===== src/rtl/seg_scan_driver.sv =====
// Time-multiplexed eight-digit seven-segment scanner with per-frame snapshot and active-low pins.
// Optional per-slot dead time is enabled by defining SEG_SCAN_BLANK_EN.
module seg_scan_driver #(
  parameter int SCAN_DIV  = 100000,
  parameter int BLANK_CYC = 2000
) (
  input  logic        clk,
  input  logic        rst_n,
  input  logic [63:0] seg_out,
  input  logic [7:0]  seg_en,
  output logic [7:0]  seg,
  output logic [7:0]  an,
  output logic        frame_start
);

  localparam int CNT_W = $clog2(SCAN_DIV);
  localparam logic [CNT_W-1:0] CNT_LAST = CNT_W'(SCAN_DIV - 1);

  logic [CNT_W-1:0] cnt;
  logic [2:0]       idx;
  logic [63:0]      img;
  logic [7:0]       en;
  logic             primed;
  logic             blank;
  logic [7:0]       seg_nxt;
  logic [7:0]       an_nxt;

`ifdef SEG_SCAN_BLANK_EN
  assign blank = (cnt < CNT_W'(BLANK_CYC));
`else
  // Dead time is disabled in this build; the parameter is kept only for a uniform interface.
  logic unused_blank_cfg;
  assign unused_blank_cfg = (BLANK_CYC < SCAN_DIV);
  assign blank = 1'b0;
`endif

  always_comb begin
    seg_nxt = 8'hff;
    an_nxt  = 8'hff;
    if (primed && en[idx] && !blank) begin
      an_nxt  = ~(8'h01 << idx);
      seg_nxt = ~img[{idx, 3'b000} +: 8];
    end
  end

  // Disabled digits still consume their slot so brightness does not depend on the enable pattern.
  always_ff @(posedge clk or negedge rst_n) begin
    if (!rst_n) begin
      cnt         <= '0;
      idx         <= '0;
      img         <= '0;
      en          <= '0;
      primed      <= 1'b0;
      frame_start <= 1'b0;
      seg         <= 8'hff;
      an          <= 8'hff;
    end else begin
      frame_start <= 1'b0;
      seg         <= seg_nxt;
      an          <= an_nxt;
      if (!primed) begin
        img         <= seg_out;
        en          <= seg_en;
        primed      <= 1'b1;
        frame_start <= 1'b1;
      end else if (cnt == CNT_LAST) begin
        cnt <= '0;
        idx <= idx + 3'd1;
        if (idx == 3'd7) begin
          img         <= seg_out;
          en          <= seg_en;
          frame_start <= 1'b1;
        end
      end else begin
        cnt <= cnt + CNT_W'(1);
      end
    end
  end

endmodule


===== config.mk =====
export PLATFORM = sky130hd
export DESIGN_NAME = seg_scan_driver
export DESIGN_NICKNAME = d
export VERILOG_FILES = /design/src/rtl/seg_scan_driver.sv
export SDC_FILE = /design/constraint.sdc
export NUM_CORES = 1
export LEC_CHECK = 0
export ABC_AREA = 1
export BUFFER_PORTS_ARGS = -buffer_cell sky130_fd_sc_hd__buf_2
export CAP_MARGIN = 20
export CORE_MARGIN = 2
export CORE_UTILIZATION = 60
export CTS_BUF_LIST = sky130_fd_sc_hd__clkbuf_2
export CTS_CLUSTER_SIZE = 20
export DETAILED_ROUTE_END_ITERATION = 12
export PLACE_DENSITY = 0.85
export SYNTH_ARGS = -nofsm -noshare
export SYNTH_HDL_FRONTEND = slang
export SYNTH_SLANG_ARGS = --single-unit

===== constraint.sdc =====
create_clock -name clk -period 2.9 [get_ports clk]
set_input_delay 0.87 -clock clk [delete_from_list [all_inputs] [get_ports clk]]
set_output_delay 0.87 -clock clk [all_outputs]
set_load 0.02 [all_outputs]

Word level (Yosys, flattened, before mapping)
Index checks and enable logic that the tools add are counted.
{ "totals": {"input_bits": 74, "regBits": 110, "elab_cells": 36} }
{ "classes": {"order_cmp": 1, "n_addsub": 2, "shift": 2, "n_reduce_logical": 3, "muxes": 14, "bitwise": 2, "eq_ne": 4} }
{ "ops": {"columns": ["op", "count"], "rows": [
  ["2-to-1 mux 64 bit", 3],
  ["variable part select 64 x 7 -> 8 bit", 1],
  ["2-to-1 mux 8 bit", 5],
  ["adder 17 x 1 -> 17 bit, second input constant", 1],
  ["== test 17 bit, second input constant", 1],
  ["2-to-1 mux 17 bit", 1],
  ["inverter 8 bit", 2],
  ["<< shifter 1 x 3 -> 8 bit, first input constant", 1],
  ["< comparator 3 x 4 -> 1 bit, second input constant", 1],
  ["2-to-1 mux 1 bit", 4],
  ["inequality test 2 x 1 -> 1 bit, second input constant", 2],
  ["AND reduction 2 bit", 2],
  ["adder 3 x 1 -> 3 bit, second input constant", 1],
  ["binary-select mux 1 bit (select 3 bit)", 1],
  ["== test 3 bit, second input constant", 1],
  ["logical AND 1 bit", 1]
]} }

Logic depth before layout (Yosys ltp)
Gate-level depths: netlist of run 1.
{ "depth": {"word_depth": 4, "ltp_mapped": 9} }

Least setup slack after synthesis of run 1
No wires, ideal clock.
{ "synth_timing": {"path_type": "flip-flop to flip-flop", "from": "register idx[0]", "to": "register en[0]", "path_buffers": 1, "required_time_ns": 2.834, "synth_period_minus_slack_ns": 1.506, "path_stages_with_launch": 7, "t_arrival_ns": 1.440, "path_slack_ns": 1.394, "cell_sequence": "dfrtp_1 > ha_1 > ha_1 > nand4_4 > clkbuf_1 > nand3_1 > nand2_1"} }
{ "synth_via": {"elab_chain_len": 3} }
{ "synth_lines": {"columns": ["element", "line_no", "source"], "rows": [
  ["start, declared", "20", "logic [2:0] idx;"],
  ["start signal, assigned", "68", "idx <= idx + 3'd1;"],
  ["== test 3 bit", "69", "if (idx == 3'd7) begin"],
  ["inequality test 2 x 1 -> 1 bit (no line)", null, null],
  ["AND reduction 2 bit (no line)", null, null],
  ["end signal, assigned", "63", "en <= seg_en;"],
  ["end signal, assigned", "71", "en <= seg_en;"],
  ["end, declared", "22", "logic [7:0] en;"]
]} }
Every way passes these cells.
A chain may end at the register's enable or synchronous reset.

Worst setup path in the final report of run 1
{ "layout_timing": {"from": "register idx[1]", "to": "register seg[0]"} }
{ "layout_via": {"elab_chain_len": 4, "word_cells_on_any_way": 6, "classes_between": "shift (1); mux (3); bitwise (1); reduce/logical (1)"} }
{ "layout_lines": {"columns": ["element", "line_no", "source"], "rows": [
  ["parallel branches: the longest is 3 deep, another holds variable part select 64 x 7 -> 8 bit", null, null],
  ["2-to-1 mux 8 bit (*)", "40", "if (primed && en[idx] && !blank) begin"],
  ["named net seg_nxt[0]", "25", "logic [7:0] seg_nxt;"],
  ["end signal, assigned", "59", "seg <= seg_nxt;"],
  ["end, declared", "11", "output logic [7:0] seg,"]
]} }
Mark *: on every way through the listed nets, which the timed path passes. The select of a mux whose other input is x is not followed.

==> results of run 1 <==
[final cells by class]
type | instances | share of cell area
Multi-Input combinational cell | 501 | 0.3727
Tap cell | 108 | 0.02289
Inverter | 36 | 0.02289
Clock inverter | 7 | 0.01377
Sequential cell | 110 | 0.4698
Timing Repair Buffer | 99 | 0.09027
Clock buffer | 9 | 0.007629
[flip-flops by register name, summed over array words and instances (netlist names)]
name         count
en               8
img             64
idx              3
frame_start      1
seg              8
primed           1
an               8
cnt             17
[metrics by stage]
stage                     hold slack [ns]    util  cells  power (W)  cell area [um^2]
after CTS                          0.2970  0.6837    870   0.002939              5904
after global placement             0.4789  0.6691    854   0.002182              5778
final                              0.3012  0.6837    870   0.002918              5904
after detailed placement           0.4826  0.6691    854   0.002202              5778
after floorplan                    0.4634       -    684   0.002031              5279
after global routing               0.2911  0.6837    870   0.003072              5904
[cells in the mapped netlist, drive strengths merged]
cell	instances	share of area
nor2	34	0.026
nand2	313	0.22
o21ai	5	0.0047
and2	1	0.0012
dfstp	16	0.080
conb	1	0.00071
xor2	8	0.013
clkinv	3	0.0021
a21oi	3	0.0028
buf	20	0.020
inv	33	0.023
clkbuf	17	0.012
nand3	116	0.11
nand3b	1	0.0014
nor3	3	0.0028
dfrtp	94	0.45
nand4	8	0.012
ha	7	0.017
o211ai	1	0.0014
[routing by layer]
metal / share of wire / up-vias / routed length [um] / GRT usage
li1: - / 2288 / - / -
met1: 0.44 / 2222 / 5260 / 0.3720
met2: 0.47 / 182 / 5614 / 0.4180
met3: 0.062 / 29 / 736 / 0.04796
met4: 0.025 / 0 / 295 / 0.09509
met5: 0 / - / 0 / 0
[logic make-up after synthesis]
| logic type | share of synthesized area |
|---|---|
| simple gates | 0.3773 |
| flops | 0.5252 |
| buf+inv | 0.05783 |
| compound gates | 0.009006 |
| xor+xnor | 0.01327 |
| fa+ha+maj | 0.01659 |
| other cells | 0.0007104 |
[critical path: stages (launching register included)]
cell,delay [ns]
dfrtp_1,0.89
clkinv_1,0.15
buf_4,0.21
nor2_1,0.10
o21ai_0,0.09
nand2_1,0.08
nor2_1,0.04
nor2_1,0.63
nand2_1,0.16
[report_power, final]
part	switching [W]	total, W	internal, W
Combinational	0.000244	0.000402	0.000158
Sequential	0.000102	0.00178	0.00167
Clock	0.000524	0.000739	0.000215
Total	0.000870	0.00292	0.00205
[how the worst min path moves through the flow]
stage	slack (ns)	startpoint	to
6_report	0.30	rst_n	cnt[1]$_DFFE_PN0P_
5_1_grt	0.29	rst_n	img[9]$_DFFE_PN0P_
4_1_cts	0.30	rst_n	img[9]$_DFFE_PN0P_
3_5_place_dp	0.48	cnt[13]$_DFFE_PN0P_	cnt[13]$_DFFE_PN0P_
3_3_place_gp	0.48	cnt[13]$_DFFE_PN0P_	cnt[13]$_DFFE_PN0P_
2_1_floorplan	0.46	cnt[13]$_DFFE_PN0P_	cnt[13]$_DFFE_PN0P_
==> metrics.cfg, run 1 <==
[yosys]
synth_area_mm2 = 0.005279
ys_seq_elements = 110
ys_types = 25
synthCells = 684
synth_warnings = 0
synth_seq_area_share = 0.5252
synth_area_per_cell_um2 = 7.718
synth_nets = 765

[timing]
relSlewSlack = 0.4746
fmax_mhz = 411.0
fin_tns_setup_ns = 0
drv_slew = 0
period_minus_slack_ns = 2.433
worst_pin_slew_ns = 0.7852
setup_slack_ns = 0.4669
grt_setup_unrepaired = false
fin_crit_sh = 0.8390
setup_viol = 0
hold_viol = 0
clock-skew-final_ns = 0.02168

[critical_path]
cp-endpoint = seg[0]$_DFF_PN1_
crit_required_ns = 3.41
critPathLaunchType = register
cp-end-kind = register
cp.arrival_ns = 2.94
r2r-end = seg[0]$_DFF_PN1_
crit_type = reg -> reg
reg2reg_depth = 8
startpoint = idx[1]$_DFFE_PN0P_
cp_max_fo = 22
rrSetupSlack_ns = 0.47
r2r-start = idx[1]$_DFFE_PN0P_

[pwr]
power_density_mw_per_mm2 = 494.1
cellLeakagePower_nw = 3.192
ir_worst_vdd_v = 0.0003545

[grt]
gr-total-overflow = 0
grt_max_degree = 111
grt_pass1_wl_um = 20690
antenna_found_initial = 0
grt_pass1_vias = 4513
grt_use_total = 0.2644

[flow_run]
maxCapViolCount = 0

[cells_and_area]
syn2layout_area_growth_pct = 11.85
nets = 838
nFillCells = 714
n_antenna_cell = 0
drive_above_1_share = 0.1798
regArea_mm2 = 0.002774
mostFrequentLayoutCell = nand2_1
multi_input_comb_area_mm2 = 0.002201
final_cell_mix = 312 x nand2_1, 116 x nand3_1, 93 x dfrtp_1

[detailed_routing]
wire_per_inst_um = 13.69
detail-route-antenna-nets = 0
route.vias.total = 4721
vias_per_cell = 5.426
drt-initial-drc-count = 363
drc_errors = 0
drtPass1Iterations = 5
drt_wl_total_um = 11910

[clocking]
cts_sinks = 110
clock_path_buffers = 2
htree_levels = 3
clkTransAtPathRegs_ns = 0.30
postCtsSetupRepairBufs = 0
ctsResizeCount = 0
cts_buffers = 9
ctsHoldBuffers = 0
cts_root_buf = clkbuf_2
tritoncts = built
clk_latency_ns = 0.59

[min_path]
hold_class = in -> async

[floorplan]
die_width_um = 97.80
io-pin-count = 91
dieArea_mm2 = 0.009564
fp.dieH_um = 97.80
rows = 34
start_util = 0.6113
core_area_mm2 = 0.008636

[run_status]
status = completed

[placement]
place_congestion = 0.8972
dp_hpwl_um = 8190
io_buffers = 90
post-place-ws_ns = 0.5212

No activity file was read; power rests on OpenSTA's default activity.
==> run 2: changes to the inputs <==
--- a/config.mk
+++ b/config.mk
@@ -9,11 +9,11 @@
 export BUFFER_PORTS_ARGS = -buffer_cell sky130_fd_sc_hd__buf_2
 export CAP_MARGIN = 20
 export CORE_MARGIN = 2
-export CORE_UTILIZATION = 60
+export CORE_UTILIZATION = 58
 export CTS_BUF_LIST = sky130_fd_sc_hd__clkbuf_2
 export CTS_CLUSTER_SIZE = 20
 export DETAILED_ROUTE_END_ITERATION = 12
-export PLACE_DENSITY = 0.85
+export PLACE_DENSITY = 0.82
 export SYNTH_ARGS = -nofsm -noshare
 export SYNTH_HDL_FRONTEND = slang
 export SYNTH_SLANG_ARGS = --single-unit
==> constraint.sdc (replaced) <==
create_clock -name clk -period 2.5 [get_ports clk]
set_input_delay 0.75 -clock clk [delete_from_list [all_inputs] [get_ports clk]]
set_output_delay 0.75 -clock clk [all_outputs]
set_load 0.02 [all_outputs]
==> metrics.cfg, run 2 (synthesized netlist as in run 1, its figures left out) <==
[detailed_routing]
vias_per_cell = 5.430  ; was 5.426
route.vias.total = 4746  ; was 4721
drtPass1Iterations = 6  ; was 5
detail-route-antenna-nets = 0  ; unchanged
drt_wl_total_um = 12350  ; was 11910 um
drt-initial-drc-count = 348  ; was 363
wire_per_inst_um = 14.13  ; was 13.69 um
drc_errors = 0  ; unchanged

[clocking]
ctsHoldBuffers = 0  ; unchanged
ctsResizeCount = 0  ; unchanged
cts_root_buf = clkbuf_2  ; unchanged
htree_levels = 3  ; unchanged
clkTransAtPathRegs_ns = 0.29  ; was 0.30 ns
cts_sinks = 110  ; unchanged
clock_path_buffers = 2  ; unchanged
postCtsSetupRepairBufs = 0  ; unchanged
clk_latency_ns = 0.58  ; was 0.59 ns
cts_buffers = 9  ; unchanged
tritoncts = built  ; unchanged

[grt]
grt_use_total = 0.2632  ; was 0.2644
gr-total-overflow = 0  ; unchanged
antenna_found_initial = 0  ; unchanged
grt_max_degree = 74  ; was 111
grt_pass1_wl_um = 20880  ; was 20690 um
grt_pass1_vias = 4391  ; was 4513

[critical_path]
path_buf_inv = 1  ; was 2
critPathLaunchType = register  ; unchanged
worstPathCellList = buf_2  ; was clkinv_1 > buf_4 > nor2_1 > o21ai_0 > nand2_1 > nor2_1 > nor2_1 > nand2_1
cp.arrival_ns = 1.33  ; was 2.94 ns
crit_type = reg -> out  ; was reg -> reg
r2r-start = cnt[0]$_DFFE_PN0P_  ; was idx[1]$_DFFE_PN0P_
cp-end-kind = output pin  ; was register
reg2reg_depth = 7  ; was 8
rrSetupSlack_ns = 0.44  ; was 0.47 ns
slowest_stage = dfstp_2  ; was dfrtp_1
cp_slowest_stage_delay_ns = 0.60  ; was 0.89 ns
r2r-end = img[63]$_DFFE_PN0P_  ; was seg[0]$_DFF_PN1_
crit_required_ns = 1.75  ; was 3.41 ns
crit_family = flip-flops  ; was simple AND/OR/NAND/NOR gates
cp_max_fo = 1  ; was 22

[floorplan]
dieArea_mm2 = 0.009880  ; was 0.009564 mm^2
core_area_mm2 = 0.008763  ; was 0.008636 mm^2
rows = 34  ; unchanged
fp.dieH_um = 99.40  ; was 97.80 um
io-pin-count = 91  ; unchanged
die_width_um = 99.40  ; was 97.80 um
start_util = 0.6024  ; was 0.6113

[timing]
relSlewSlack = 0.5107  ; was 0.4746
fmax_mhz = 481.2
hold_viol = 0  ; unchanged
drv_slew = 0  ; unchanged
grt_setup_unrepaired = false  ; unchanged
worst_pin_slew_ns = 0.7339  ; was 0.7852 ns
period_minus_slack_ns = 2.078
fin_tns_setup_ns = 0  ; unchanged
setup_viol = 0  ; unchanged
clock-skew-final_ns = 0.03188  ; was 0.02168 ns
fin_crit_sh = 0.8312

[cells_and_area]
final_area_mm2 = 0.005937  ; was 0.005904 mm^2
syn2layout_area_growth_pct = 12.47  ; was 11.85%
largest_register_ffs = 64  ; unchanged
regMostFlops = img  ; unchanged
fin_util = 0.6775  ; was 0.6837
top_regs = img (64), cnt (17)  ; unchanged
nFillCells = 761  ; was 714
instances_no_fill = 874  ; was 870
mostFrequentLayoutCell = nand2_1  ; unchanged
drive_above_1_share = 0.1854  ; was 0.1798
nets = 842  ; was 838
n_antenna_cell = 0  ; unchanged
final_cell_mix = 312 x nand2_1, 116 x nand3_1, 93 x dfrtp_1  ; unchanged

[pwr]
p_sw_frac = 0.2914  ; was 0.2983
clock_power_share = 0.241  ; was 0.253
power_density_mw_per_mm2 = 562.7  ; was 494.1 mW/mm^2
comb_power_share = 0.142  ; was 0.138
p_sw_w = 0.0009733  ; was 0.0008702 W
share_seq_of_total_power = 0.618  ; was 0.609
internal_power_w = 0.002367  ; was 0.002047 W
cellLeakagePower_nw = 3.209  ; was 3.192 nW
ir_worst_vdd_v = 0.0003537  ; was 0.0003545 V

[placement]
place_congestion = 0.8530  ; was 0.8972
place_inst = 858  ; was 854
dp_hpwl_um = 8581  ; was 8190 um
io_buffers = 90  ; unchanged
placed_cell_area_mm2 = 0.005821  ; was 0.005778 mm^2

[run_status]
status = completed  ; unchanged

[min_path]
hold_class = in -> async  ; unchanged

[flow_run]
maxCapViolCount = 0  ; unchanged

run 2: cell types whose count changed in the layout (fill, tap and decap cells not counted), sizes merged:
| cell | before | now |
|---|---|---|
| buf | 99 | 103 |
| clkinvlp | 1 | 3 |
| clkbuf | 9 | 11 |
| inv | 36 | 33 |
| clkinv | 5 | 4 |
run 2: area by class of cell:
type | instances | area (um^2) | area share
clock inverters | 5 | 61.31 | 0.01033
clock buffers | 11 | 55.05 | 0.009273
multi-input cells | 501 | 2201 | 0.3707
flip-flops and latches | 110 | 2774 | 0.4672
well taps | 108 | 135.1 | 0.02276
repair buffers | 103 | 575.6 | 0.09694
inverters | 36 | 135.1 | 0.02276
run 2: per-layer routing:
| layer | wire [um] | track usage |
|---|---|---|
| met1 | 5323 | 0.3915 |
| met2 | 5737 | 0.3935 |
| met3 | 969 | 0.05341 |
| met4 | 322 | 0.08114 |
| met5 | 0 | 0 |
run 2: power groups by stage:
stage	clock network, W	logic, W	registers, W
after CTS	0.000826	0.000475	0.00206
after global placement	0	0.000455	0.00208
after global routing	0.000897	0.000543	0.00208
after detailed placement	0	0.000473	0.00209
final	0.000804	0.000473	0.00206
after floorplan	0	0.000291	0.00206
run 2: worst max-delay path by stage:
stage,slack [ns],endpoint,start,cells past startpoint
4_1_cts,0.41,seg[4],seg[4]$_DFF_PN1_,1
2_1_floorplan,0.99,en[0]$_DFFE_PN0P_,idx[0]$_DFFE_PN0P_,6
5_1_grt,0.28,seg[0]$_DFF_PN1_,idx[0]$_DFFE_PN0P_,10
6_report,0.42,seg[4],seg[4]$_DFF_PN1_,1
3_5_place_dp,0.54,img[6]$_DFFE_PN0P_,cnt[0]$_DFFE_PN0P_,7
3_3_place_gp,0.62,an[3]$_DFF_PN1_,idx[1]$_DFFE_PN0P_,8
run 2: per-stage QoR:
step,setup slack (ns),hold WS [ns],power (W)
floorplan,0.9938,0.4544,0.002356
global placement,0.6204,0.4833,0.002538
detailed placement,0.5365,0.4892,0.002560
CTS,0.4075,0.1034,0.003362
global route,0.2756,0.08571,0.003525
finish,0.4220,0.1249,0.003341
==> run 3: changes to the inputs <==
==> constraint.sdc (replaced) <==
create_clock -name clk -period 2 [get_ports clk]
set_input_delay 0.6 -clock clk [delete_from_list [all_inputs] [get_ports clk]]
set_output_delay 0.6 -clock clk [all_outputs]
set_load 0.02 [all_outputs]
==> metrics.cfg, run 3 (synthesized netlist as in run 1, its figures left out) <==
[run_status]
status = completed  ; unchanged

[floorplan]
dieArea_mm2 = 0.009880  ; unchanged
fp.dieH_um = 99.40  ; unchanged
io-pin-count = 91  ; unchanged
rows = 34  ; unchanged
core_area_mm2 = 0.008763  ; unchanged
start_util = 0.6024  ; unchanged
die_width_um = 99.40  ; unchanged

[placement]
io_buffers = 90  ; unchanged
dp_hpwl_um = 8474  ; was 8581 um
place_congestion = 0.8667  ; was 0.8530
placed_cell_area_mm2 = 0.005868  ; was 0.005821 mm^2

[critical_path]
cp.arrival_ns = 1.30  ; was 1.33 ns
crit_required_ns = 1.40  ; was 1.75 ns
slowest_stage = dfstp_2  ; unchanged
cp_slowest_stage_delay_ns = 0.59  ; was 0.60 ns
cp-end-kind = output pin  ; unchanged
crit_family = flip-flops  ; unchanged
path_buf_inv = 1  ; unchanged
worstPathCellList = buf_2  ; unchanged
critPathLaunchType = register  ; unchanged
startpoint = seg[7]$_DFF_PN1_  ; was seg[4]$_DFF_PN1_
r2r-start = cnt[0]$_DFFE_PN0P_  ; unchanged
crit_type = reg -> out  ; unchanged
cp_max_fo = 1  ; unchanged

[grt]
grt_max_degree = 111  ; was 74
gr-total-overflow = 0  ; unchanged
grt_pass1_wl_um = 20570  ; was 20880 um
antenna_found_initial = 1  ; was 0
grt_pass1_vias = 4439  ; was 4391
grt_use_total = 0.2604  ; was 0.2632

[timing]
relSlewSlack = 0.5651  ; was 0.5107
grt_setup_unrepaired = false  ; unchanged
fmax_mhz = 525.9
drv_slew = 0  ; unchanged
period_minus_slack_ns = 1.901
fin_crit_sh = 0.9507
setup_viol = 0  ; unchanged
hold_viol = 0  ; unchanged
worst_pin_slew_ns = 0.6523  ; was 0.7339 ns
clock-skew-final_ns = 0.03987  ; was 0.03188 ns
fin_tns_setup_ns = 0  ; unchanged

[clocking]
postCtsSetupRepairBufs = 0  ; unchanged
clock_path_buffers = 2  ; unchanged
ctsResizeCount = 0  ; unchanged
cts_sinks = 110  ; unchanged
clkTransAtPathRegs_ns = 0.27  ; was 0.29 ns
clk_latency_ns = 0.56  ; was 0.58 ns
cts_root_buf = clkbuf_2  ; unchanged
ctsHoldBuffers = 0  ; unchanged
tritoncts = built  ; unchanged
htree_levels = 3  ; unchanged
cts_buffers = 9  ; unchanged

[detailed_routing]
vias_per_cell = 5.355  ; was 5.430
drt-initial-drc-count = 337  ; was 348
route.vias.total = 4702  ; was 4746
wire_per_inst_um = 13.84  ; was 14.13 um
detail-route-antenna-nets = 0  ; unchanged
drt_wl_total_um = 12160  ; was 12350 um
drtPass1Iterations = 6  ; unchanged
drc_errors = 0  ; unchanged

[cells_and_area]
final_area_mm2 = 0.006032  ; was 0.005937 mm^2
mostFrequentLayoutCell = nand2_1  ; unchanged
top_regs = img (64), cnt (17)  ; unchanged
final_cell_mix = 312 x nand2_1, 116 x nand3_1, 93 x dfrtp_1  ; unchanged
nets = 845  ; was 842
largest_register_ffs = 64  ; unchanged
syn2layout_area_growth_pct = 14.27  ; was 12.47%
drive_above_1_share = 0.1886  ; was 0.1854
regMostFlops = img  ; unchanged

[pwr]
ir_worst_vdd_v = 0.0004445  ; was 0.0003537 V
power_density_mw_per_mm2 = 733.9  ; was 562.7 mW/mm^2
cellLeakagePower_nw = 3.263  ; was 3.209 nW

[flow_run]
maxCapViolCount = 0  ; unchanged

[min_path]
hold_class = in -> async  ; unchanged

-- run 3: changes by cell type in the layout (fill, tap and decap cells not counted), sizes merged --
cell	change
diode	+1
clkinvlp	-2
buf	+3
bufinv	+2
clkinv	-1
inv	+1
-- run 3: through the flow --
stage | cells | utilization | setup WS (ns) | hold WS, ns | total power [W]
2_1_floorplan | 684 | - | 0.4938 | 0.3044 | 0.002945
3_3_place_gp | 861 | 0.6696 | 0.3101 | 0.4832 | 0.003173
3_5_place_dp | 861 | 0.6696 | 0.2677 | 0.4819 | 0.003200
4_1_cts | 877 | 0.6880 | 0.06049 | 0.05645 | 0.004458
5_1_grt | 878 | 0.6883 | 0.02691 | 0.06631 | 0.004656
6_report | 878 | 0.6883 | 0.09857 | 0.02670 | 0.004427
-- run 3: area by class of cell --
cell class	count	area, um^2
Sequential cell	110	2774
Fill cell	733	2731
Multi-Input combinational cell	501	2201
Timing Repair Buffer	106	623.1
Inverter	36	135.1
Tap cell	108	135.1
Clock inverter	5	106.4
Clock buffer	11	55.05
Antenna cell	1	2.502
-- run 3: per-layer routing --
metal	share of wire	track usage	vias to the layer above	wire length [um]
met1	0.44	0.3793	2194	5379
met4	0.019	0.08325	0	236
li1	-	-	2302	-
met5	0	0	-	0
met2	0.47	0.4054	185	5708
met3	0.068	0.04076	21	830
-- run 3: report_power, final --
group | internal [W] | switching, W | total [W] | leakage, nW
Combinational | 0.000237 | 0.000353 | 0.000590 | 1.84
Clock | 0.000553 | 0.000708 | 0.00126 | 0.0928
Sequential | 0.00243 | 0.000150 | 0.00258 | 1.33
-- run 3: final timing paths --
path / endpoint / cells past startpoint / slack [ns]
min in group clk: img[33]$_DFFE_PN0P_ / 3 / 0.20
max in group asynchronous: primed$_DFF_PN0_ / 2 / 1.47
worst max register to register: img[44]$_DFFE_PN0P_ / 8 / 0.19
worst min register to register: cnt[13]$_DFFE_PN0P_ / 1 / 0.51
worst min-delay path: cnt[1]$_DFFE_PN0P_ / 2 / 0.03
worst max-delay path: seg[7] / 1 / 0.1
